### config.mk
export PLATFORM = sky130hd
export DESIGN_NAME = fifo_sync_flex
export DESIGN_NICKNAME = d
export VERILOG_FILES = /design/src/rtl/fifo_sync_flex.sv
export SDC_FILE = /design/constraint.sdc
export NUM_CORES = 1
export LEC_CHECK = 0
export BUFFER_PORTS_ARGS = -buffer_cell sky130_fd_sc_hd__buf_4
export CORE_UTILIZATION = 63
export CTS_BUF_LIST = sky130_fd_sc_hd__clkbuf_4 sky130_fd_sc_hd__clkbuf_8 sky130_fd_sc_hd__clkbuf_16
export DETAILED_ROUTE_END_ITERATION = 10
export PLACE_DENSITY = 0.88
export SLEW_MARGIN = 10
export SYNTH_ARGS = -nofsm -noshare
export SYNTH_HDL_FRONTEND = slang
export SYNTH_SLANG_ARGS = --single-unit
### constraint.sdc
create_clock -name clk -period 7 [get_ports clk]
set_input_delay 1.05 -clock clk [delete_from_list [all_inputs] [get_ports clk]]
set_output_delay 1.05 -clock clk [all_outputs]
set_load 0.02 [all_outputs]
### src/rtl/fifo_sync_flex.sv
// Single-clock FIFO using all 2^DEPTH_WIDTH slots, with occupancy count, threshold flags,
// flush and sticky error flags. Define FIFO_FWFT_EN for first-word fall-through pop_data.
module fifo_sync_flex #(
    parameter int DATA_WIDTH    = 8,
    parameter int DEPTH_WIDTH   = 3,
    parameter int AFULL_THRESH  = (1 << DEPTH_WIDTH) - 1,
    parameter int AEMPTY_THRESH = 1
) (
    input  logic                  clk,
    input  logic                  rst,
    input  logic                  flush,
    input  logic                  push_en,
    input  logic [DATA_WIDTH-1:0] push_data,
    output logic                  push_avail,
    input  logic                  pop_en,
    output logic [DATA_WIDTH-1:0] pop_data,
    output logic                  pop_avail,
    output logic [DEPTH_WIDTH:0]  count,
    output logic                  almost_full,
    output logic                  almost_empty,
    output logic                  overflow,
    output logic                  underflow
);

    localparam int DEPTH = 1 << DEPTH_WIDTH;
    localparam logic [DEPTH_WIDTH:0] FULL_COUNT = {1'b1, {DEPTH_WIDTH{1'b0}}};
    localparam logic [DEPTH_WIDTH:0] AF_LEVEL   = AFULL_THRESH[DEPTH_WIDTH:0];
    localparam logic [DEPTH_WIDTH:0] AE_LEVEL   = AEMPTY_THRESH[DEPTH_WIDTH:0];

    logic [DATA_WIDTH-1:0]  storage [DEPTH];
    logic [DEPTH_WIDTH-1:0] head;
    logic [DEPTH_WIDTH-1:0] tail;
    logic [DEPTH_WIDTH:0]   count_q;
    logic                   push_fire;
    logic                   pop_fire;
    logic                   overflow_q;
    logic                   underflow_q;

    assign push_avail   = (count_q != FULL_COUNT);
    assign pop_avail    = (count_q != '0);
    assign count        = count_q;
    assign almost_full  = (count_q >= AF_LEVEL);
    assign almost_empty = (count_q <= AE_LEVEL);
    assign overflow     = overflow_q;
    assign underflow    = underflow_q;

    // Flush drops both requests, so neither fires nor counts as an error.
    assign push_fire = push_en && push_avail && !flush;
    assign pop_fire  = pop_en && pop_avail && !flush;

    always_ff @(posedge clk) begin
        if (push_fire && !rst) begin
            storage[tail] <= push_data;
        end
    end

    always_ff @(posedge clk) begin
        if (rst) begin
            head    <= '0;
            tail    <= '0;
            count_q <= '0;
        end else if (flush) begin
            head    <= '0;
            tail    <= '0;
            count_q <= '0;
        end else begin
            if (push_fire) begin
                tail <= tail + 1'b1;
            end
            if (pop_fire) begin
                head <= head + 1'b1;
            end
            case ({push_fire, pop_fire})
                2'b10:   count_q <= count_q + 1'b1;
                2'b01:   count_q <= count_q - 1'b1;
                default: count_q <= count_q;
            endcase
        end
    end

    always_ff @(posedge clk) begin
        if (rst) begin
            overflow_q  <= 1'b0;
            underflow_q <= 1'b0;
        end else if (!flush) begin
            overflow_q  <= overflow_q  | (push_en && !push_avail);
            underflow_q <= underflow_q | (pop_en && !pop_avail);
        end
    end

`ifdef FIFO_FWFT_EN
    assign pop_data = pop_avail ? storage[head] : '0;
`else
    // Read port registered: the popped word appears the cycle after pop_fire and holds.
    always_ff @(posedge clk) begin
        if (rst) begin
            pop_data <= '0;
        end else if (pop_fire) begin
            pop_data <= storage[head];
        end
    end
`endif

endmodule
After elaboration in Yosys (flattened, before gate mapping)
Memory sizes are Yosys's and may differ from the RTL's. A register that Yosys moved wholly into a read port is not among the register bits.
Index checks and enable logic that the tools add are counted.
{ "totals": {"mem_count": 1, "register_bits": 12, "elab_cells": 34, "input_bits": 13, "ram_bits": 64, "output_inout_bits": 18} }
{ "op_classes": {"muxes": 3, "n_bitwise": 2, "addsub": 4, "reduce_logical": 14, "eq_ne": 3, "n_lt_le_gt_ge": 2} }
{ "memory_table": {"columns": ["name", "depth", "word_bits", "rd", "rd_ports_with_merged_regs", "write_ports", "line", "rtl"], "rows": [
  ["storage", 8, 8, 1, 1, 1, "30", "logic [DATA_WIDTH-1:0] storage [DEPTH];"]
]} }
{ "ops": {"columns": ["operator", "count"], "rows": [
  ["one-hot mux 4 bit (2 select lines)", 1],
  ["logical AND 1 bit", 7],
  ["adder 3 x 1 -> 3 bit, second input constant", 2],
  ["adder 4 x 1 -> 4 bit, second input constant", 1],
  [">= comparator 4 x 3 -> 1 bit, second input constant", 1],
  ["<= comparator 4 x 1 -> 1 bit, second input constant", 1],
  ["logical NOT 1 bit", 4],
  ["!= test 4 bit, second input constant", 1],
  ["nonzero test 4 bit", 1],
  ["subtractor 4 x 1 -> 4 bit, second input constant", 1],
  ["== test 2 x 1 -> 1 bit, second input constant", 1],
  ["== test 2 bit, second input constant", 1],
  ["2-to-1 mux 1 bit", 2],
  ["bitwise OR 1 bit", 2],
  ["nonzero test 2 bit", 1],
  ["OR reduction 2 bit", 1]
]} }

Logic depth before layout (Yosys ltp)
Gate-level depths: netlist of the first run.
{ "depth": {"word_depth": 6, "mapped_depth": 12, "mapped_depth_nobuf": 10} }

Worst setup path before layout of the first run
No wires, ideal clock.
{ "synth_timing": {"kind": "input to register", "from": "input port push_en", "to": "memory storage[0][0] (enable)", "setup_time_ns": 0.398, "arrival_time_ns": 2.457, "path_slack_ns": 4.145, "path_stages": 3, "cell_sequence": "nor2b_1 -> nand2_1 -> nor4b_1"} }
{ "synth_via": {"elab_chain_cells": 5} }
{ "synth_lines": {"columns": ["item", "line", "rtl"], "rows": [
  ["from (decl)", "12", "input logic push_en,"],
  ["logical AND 1 bit (2 in a row)", "48", "assign push_fire = push_en && push_avail && !flush;"],
  ["logical AND 1 bit", "52", "if (push_fire && !rst) begin"],
  ["2-to-1 mux 1 bit", "52", null],
  ["2-to-1 mux 1 bit (not written as such)", "53", "storage[tail] <= push_data;"],
  ["to (decl)", "30", null]
]} }
Every way passes these cells.

Worst setup path after layout of the first run
{ "layout_timing": {"from": "input port flush", "to": "memory storage[3][2] (enable)"} }
{ "layout_via": {"elab_chain_cells": 5} }
{ "layout_lines": {"columns": ["item", "line", "rtl"], "rows": [
  ["from (decl)", "11", "input logic flush,"],
  ["logical NOT 1 bit", null, null],
  ["logical AND 1 bit", "48", null],
  ["logical AND 1 bit", "52", null],
  ["2-to-1 mux 1 bit", "52", null],
  ["2-to-1 mux 1 bit (not written as such)", "53", null]
]} }
Every way passes these cells.

==> results of run 1 <==
flip-flops by register name, indices dropped and copies added, names as in the netlist:
| register | flops |
|---|---|
| count | 4 |
| overflow | 1 |
| underflow | 1 |
| head | 3 |
| pop_data | 8 |
| tail | 3 |
| storage | 64 |
worst register-to-register path, stage by stage (launching register included):
cell and delay (ns):
dfxtp_1 0.48, inv_1 0.10, ha_1 0.22, or3b_1 0.27
nand2_4 0.14, inv_2 0.21, ha_1 0.28, or4b_1 0.45
a21oi_1 0.21, xnor2_1 0.14, nor2_1 0.05
power by group through the flow:
stage | Combinational (mW) | Clock [mW] | Sequential [mW]
2_1_floorplan | 0.0208 | 0 | 0.557
3_3_place_gp | 0.0414 | 0 | 0.554
3_5_place_dp | 0.0426 | 0 | 0.554
4_1_cts | 0.0428 | 0.319 | 0.543
5_1_grt | 0.0475 | 0.340 | 0.543
6_report | 0.0426 | 0.315 | 0.543
cells in the final DEF (no fill, tap or decap), drive strengths merged, types with 2 or more instances in the layout:
master	n
xor2	5
and3	2
xnor2	2
ha	7
mux4	8
edfxtp	64
a211oi	9
buf	32
nand2	7
or2	2
clkbuf	9
o22ai	8
nand3	4
nand3b	2
inv	4
clkinv	5
mux2i	17
a21oi	5
nor2	25
dfxtp	20
nor3	10
nor2b	3
final cells by class:
class                           count  share of cell area [%]
Clock buffer                        9                   3.220
Inverter                            4                  0.3902
Tap cell                           70                   2.276
Sequential cell                    84                   60.36
Multi-Input combinational cell    125                   26.02
Clock inverter                      7                   1.496
Timing Repair Buffer               32                   6.244
worst min-delay path by stage:
| stage | startpoint | end | slack (ns) | depth (start not counted) |
|---|---|---|---|---|
| after global routing | overflow$_SDFFE_PP0N_ | overflow$_SDFFE_PP0N_ | 0.52 | 2 |
| after CTS | overflow$_SDFFE_PP0N_ | overflow$_SDFFE_PP0N_ | 0.49 | 2 |
| final | overflow$_SDFFE_PP0N_ | overflow$_SDFFE_PP0N_ | 0.48 | 2 |
| after global placement | overflow$_SDFFE_PP0N_ | overflow$_SDFFE_PP0N_ | 0.45 | 2 |
| after detailed placement | overflow$_SDFFE_PP0N_ | overflow$_SDFFE_PP0N_ | 0.47 | 2 |
| after floorplan | tail[1]$_SDFFE_PP0P_ | tail[1]$_SDFFE_PP0P_ | 0.51 | 2 |
routing by layer:
layer | up-vias | track usage, % | routed length [um]
met1 | 934 | 31.17 | 2424
met4 | 0 | 15.84 | 111
li1 | 915 | - | -
met2 | 73 | 38.79 | 3196
met3 | 10 | 5.423 | 425
met5 | - | 0 | 0
cell families after synthesis:
group | Yosys count | synth area share, %
buffers and inverters | 15 | 2.716
DFF | 84 | 68.11
AOI/OAI and AO/OA | 24 | 4.844
adders and majority gates | 7 | 2.569
and+or+nand+nor | 62 | 9.138
xor gates and xnor gates | 7 | 1.798
muxes | 25 | 10.83
==> flow_summary.ini, run 1 <==
[layout]
nNetsFinal = 276
n_fill_cell = 328
seq_area_sq_um = 2322
final_util_pct = 74.38
layout.cells.non_filler = 331
final_layout_size_suffix_gt1_share_pct = 19.92
antenna_cells = 0
multiInputGateArea_sq_um = 1001
finalInstanceArea_sq_um = 3847
area_growth_pct = 12.84

[min_path]
worstHoldPathType = reg -> reg

[placement]
placed_cell_area_sq_um = 3666
port_buffers = 30
post-place-cells = 315
hpwl_mm = 4.155
dp_slack_ns = 3.927
routabilityCongestion = 0.8405

[worst_setup_path]
cp-start-kind = primary input
cp_max_fo = 8
ff2ff_path_depth = 10
worstPathArrival_ns = 2.69
worstReg2RegEnd = count[3]$_SDFFE_PP0P_
cp-end-kind = flop
cp.required_ns = 6.95
r2r-start = count[0]$_SDFFE_PP0P_
cp_num_cells = 4
cp-startpoint = flush
r2r_setup_slack_ns = 4.34
crit_path_max_incr_delay_ns = 1.01
crit_chain = buf_4 > nor2b_1 > nand2_1 > nor3_1
critical_path_class = in -> reg
critical-path-top-delay-family = simple AND/OR/NAND/NOR gates
cp_num_buf_inv = 1
cp_slowest_cell = nor3_1
worstSetupEndpoint = storage[3][2]$_DFFE_PP_

[global_routing]
grt_overflow = 0
grt_pass1_vias = 1904
antenna_found_initial = 0
grt_usage_pct = 24.60
grt_max_degree = 27
grt_pass1_wl_mm = 9.439

[clocking]
clk_path_buf_depth = 2
insertion_delay_ns = 0.34
cts.root.buffer_cell = clkbuf_8
htree_levels = 3
post_cts_buffers = 0
path_clk_slew_ns = 0.08
cts_tree = yes
cts_resized = 0
cts-buffers-inserted = 9
hold_buffers = 0
cts.sinks = 84

[route]
vias = 1932
routed_via_density = 5.837
drt-wirelength-per-cell_um = 18.61
drc = 0
dr.first_iter.drc_count = 126
drtPass1Iterations = 4
postRouteAntennaNets = 0
wl_mm = 6.159

[timing]
hold_viol_final = 0
finClkSkew_ns = 0.009554
rsz0062_at_grt = false
period_share_pct = 39.13
setup_ws_ns = 4.261
maxSlewViolCount = 0
worst_slew_pin_slew_ns = 1.215
relSlewSlack_pct = 18.35
setup_violations = 0
min_period_ns = 2.739
fmax_mhz = 365.1
tns_ns = 0
holdWs_ns = 0.4807

[power_and_ir_drop]
finalPower_mw = 0.8999
powerDensity_nw_per_um2 = 233.9
internal_power_mw = 0.7160
p_seq_share_pct = 60.3
p_clk_share_pct = 35.0
p_leak_nw = 1.329
p_sw_mw = 0.1838
ir_drop_uv = 156.8
p_comb_share_pct = 4.7
p_sw_share_pct = 20.43

[synthesis]
synthTopCellsByCount = edfxtp_1, nor2_1, dfxtp_1, mux2i_1, nor3_1
synth_edf_count = 64
syn_nets = 244
async_flop_share_pct = 0
synth_flop_cell = edfxtp_1
syn_avg_cell_area_sq_um = 15.22
syn_area_sq_um = 3410
synth.area.top_cells = edfxtp_1, dfxtp_1, mux2i_1
synth-seq-area-share_pct = 68.11
yosys.area.top_type = edfxtp_1
ys_ff_latch = 84
yosysUniqueCellTypes = 37
yosysTopAreaCellShare_pct = 56.37
synth.most_common_cell = edfxtp_1
yosys_warnings = 0
synthCells = 224

[status]
status = finished, final reports clean

[floorplan]
fp.dieW_um = 75.57
die_y_um = 75.57
io_pins = 31
num_rows = 26
core_sq_um = 5172
initial_core_util_pct = 65.92
dieArea_sq_um = 5710

[job]
drv_cap = 0
(Power assumes the default switching activity.)
==> run 2, diff against run 1 <==
--- a/config.mk
+++ b/config.mk
@@ -6,10 +6,10 @@
 export NUM_CORES = 1
 export LEC_CHECK = 0
 export BUFFER_PORTS_ARGS = -buffer_cell sky130_fd_sc_hd__buf_4
-export CORE_UTILIZATION = 63
+export CORE_UTILIZATION = 53
 export CTS_BUF_LIST = sky130_fd_sc_hd__clkbuf_4 sky130_fd_sc_hd__clkbuf_8 sky130_fd_sc_hd__clkbuf_16
 export DETAILED_ROUTE_END_ITERATION = 10
-export PLACE_DENSITY = 0.88
+export PLACE_DENSITY = 0.79
 export SLEW_MARGIN = 10
 export SYNTH_ARGS = -nofsm -noshare
 export SYNTH_HDL_FRONTEND = slang
==> constraint.sdc (replaced) <==
create_clock -name clk -period 2.4 [get_ports clk]
set_input_delay 0.36 -clock clk [delete_from_list [all_inputs] [get_ports clk]]
set_output_delay 0.36 -clock clk [all_outputs]
set_load 0.02 [all_outputs]
==> run 2 against run 1 <==
Worst setup slack got worse by 4.1 ns. Non-clock buffer count rose by 13. Sequential power rose to 2.9 times the previous value. Clock skew fell by 0.0032 ns. Combinational power rose to 3.1 times the previous value. Total power rose to 3.1 times the previous value. Clock power rose to 3.5 times the previous value. Critical path depth rose by 6.
==> flow_summary.ini, run 2 (synthesis results as in run 1) <==
[floorplan]
dieArea_sq_um = 6758
initial_core_util_pct = 56.26
die_y_um = 82.21
fp.dieW_um = 82.21
core_sq_um = 6061
io_pins = 31
num_rows = 28

[worst_setup_path]
r2r-start = count[0]$_SDFFE_PP0P_
cp_slowest_cell = or4b_1
cp_max_fo = 7
cp-end-kind = flop
cp-start-kind = flop
critical_path_class = reg -> reg
worstReg2RegEnd = count[3]$_SDFFE_PP0P_
crit_path_max_incr_delay_ns = 0.45
cp.required_ns = 2.63
ff2ff_path_depth = 10
worstPathArrival_ns = 2.44
crit_chain = inv_1 > ha_1 > or3b_1 > nand2_4 > inv_2 > ha_2 > or4b_1 > a21oi_1 > xnor2_1 > nor2_1
r2r_setup_slack_ns = 0.20

[timing]
setup_violations = 0
fmax_mhz = 454.1
rsz0062_at_grt = false
worst_slew_pin_slew_ns = 0.5617
relSlewSlack_pct = 62.50
finClkSkew_ns = 0.006322
min_period_ns = 2.202
setup_ws_ns = 0.1979
holdWs_ns = 0.2427
tns_ns = 0
period_share_pct = 91.76
hold_viol_final = 0
maxSlewViolCount = 0

[layout]
antenna_cells = 0
final_layout_size_suffix_gt1_share_pct = 26.28
layout.cells.non_filler = 349
layout_common_cells = edfxtp_1, buf_4, nor2_1
nNetsFinal = 289
layout_commonest_cell = edfxtp_1
largest_register_ffs = 64
final_util_pct = 66.04
top_register = storage
area_growth_pct = 17.39
finalInstanceArea_sq_um = 4003

[min_path]
worstHoldEndpoint = storage[5][5]$_DFFE_PP_
holdPathStages = 1
hold_start = push_data[5]
worstHoldPathType = in -> reg

[job]
drv_cap = 0

[power_and_ir_drop]
powerDensity_nw_per_um2 = 703.0
p_comb_share_pct = 4.6
p_clk_share_pct = 39.2
p_sw_share_pct = 21.11
p_seq_share_pct = 56.2
p_leak_nw = 1.418
ir_drop_uv = 444.5
p_sw_mw = 0.5940
internal_power_mw = 2.220
finalPower_mw = 2.814

[clocking]
cts_resized = 0
hold_buffers = 0
clk_path_buf_depth = 2
insertion_delay_ns = 0.35
cts.sinks = 84
cts_tree = yes
path_clk_slew_ns = 0.08
cts.root.buffer_cell = clkbuf_8
htree_levels = 3
post_cts_buffers = 0
cts-buffers-inserted = 9

[route]
drtPass1Iterations = 4
wl_mm = 6.321
dr.first_iter.drc_count = 170
vias = 1984
postRouteAntennaNets = 0
drc = 0
drt-wirelength-per-cell_um = 18.11
routed_via_density = 5.685

[global_routing]
use_met1_pct = 25.73
grt_usage_pct = 21.01
antenna_found_initial = 0
grt_max_degree = 16
grt_overflow = 0
grt_pass1_wl_mm = 9.729
use_met2_pct = 35.04
grt_pass1_vias = 1977
busiest_layer = met2
grtUsageMet3_pct = 4.396

[placement]
post-place-cells = 333
placed_cell_area_sq_um = 3780
port_buffers = 30
hpwl_mm = 4.195
routabilityCongestion = 0.8504
dp_slack_ns = 0.2247

[status]
status = finished, final reports clean
## run 2: cell count changes in the layout (fill, tap and decap cells not counted)
cell	before	now
ha_1	7	6
ha_2	0	1
buf_4	32	45
dfxtp_1	20	18
bufinv_16	1	2
inv_6	0	2
clkinv_4	0	1
clkinv_1	4	0
dfxtp_4	0	2
## run 2: layout make-up
class,instances,area [sq um]
flip-flops and latches,84,2330
clock buffers,9,123.9
clock inverters,7,98.84
repair buffers,45,337.8
multi-input cells,125,1003
well taps,75,93.84
fillers,437,2058
inverters,4,15.01
## run 2: how the worst max path moves through the flow
stage / startpoint / end / slack, ns / cells past startpoint
global route: count[0]$_SDFFE_PP0P_ / count[3]$_SDFFE_PP0P_ / 0.07 / 10
CTS: count[0]$_SDFFE_PP0P_ / count[3]$_SDFFE_PP0P_ / 0.21 / 10
global placement: count[0]$_SDFFE_PP0P_ / count[3]$_SDFFE_PP0P_ / 0.29 / 10
finish: count[0]$_SDFFE_PP0P_ / count[3]$_SDFFE_PP0P_ / 0.20 / 10
floorplan: count[0]$_SDFFE_PP0P_ / storage[4][0]$_DFFE_PP_ / 0.02 / 5
detailed placement: count[0]$_SDFFE_PP0P_ / count[3]$_SDFFE_PP0P_ / 0.22 / 10
## run 2: power by group through the flow
stage	clock network (mW)	registers [mW]	logic, mW
3_5_place_dp	0	1.61	0.131
3_3_place_gp	0	1.61	0.127
4_1_cts	1.13	1.58	0.131
5_1_grt	1.18	1.58	0.143
2_1_floorplan	0	1.62	0.0629
6_report	1.10	1.58	0.130
## run 2: metal layers
layer  vias to the layer above  wire length (um)  share of wire, %
met5                         -                 0                 0
met4                         0                83               1.3
met3                         7               193               3.1
met2                        42              3255                51
met1                       992              2789                44
li1                        943                 -                 -
## run 2: worst max-delay path, delay by kind of cell (launching register included)
kind | cells | cell delay [ns]
fa+ha+maj | 2 | 0.40
xor+xnor | 1 | 0.13
simple gates | 4 | 0.85
compound gates | 1 | 0.19
flops | 1 | 0.39
buf+inv | 2 | 0.13
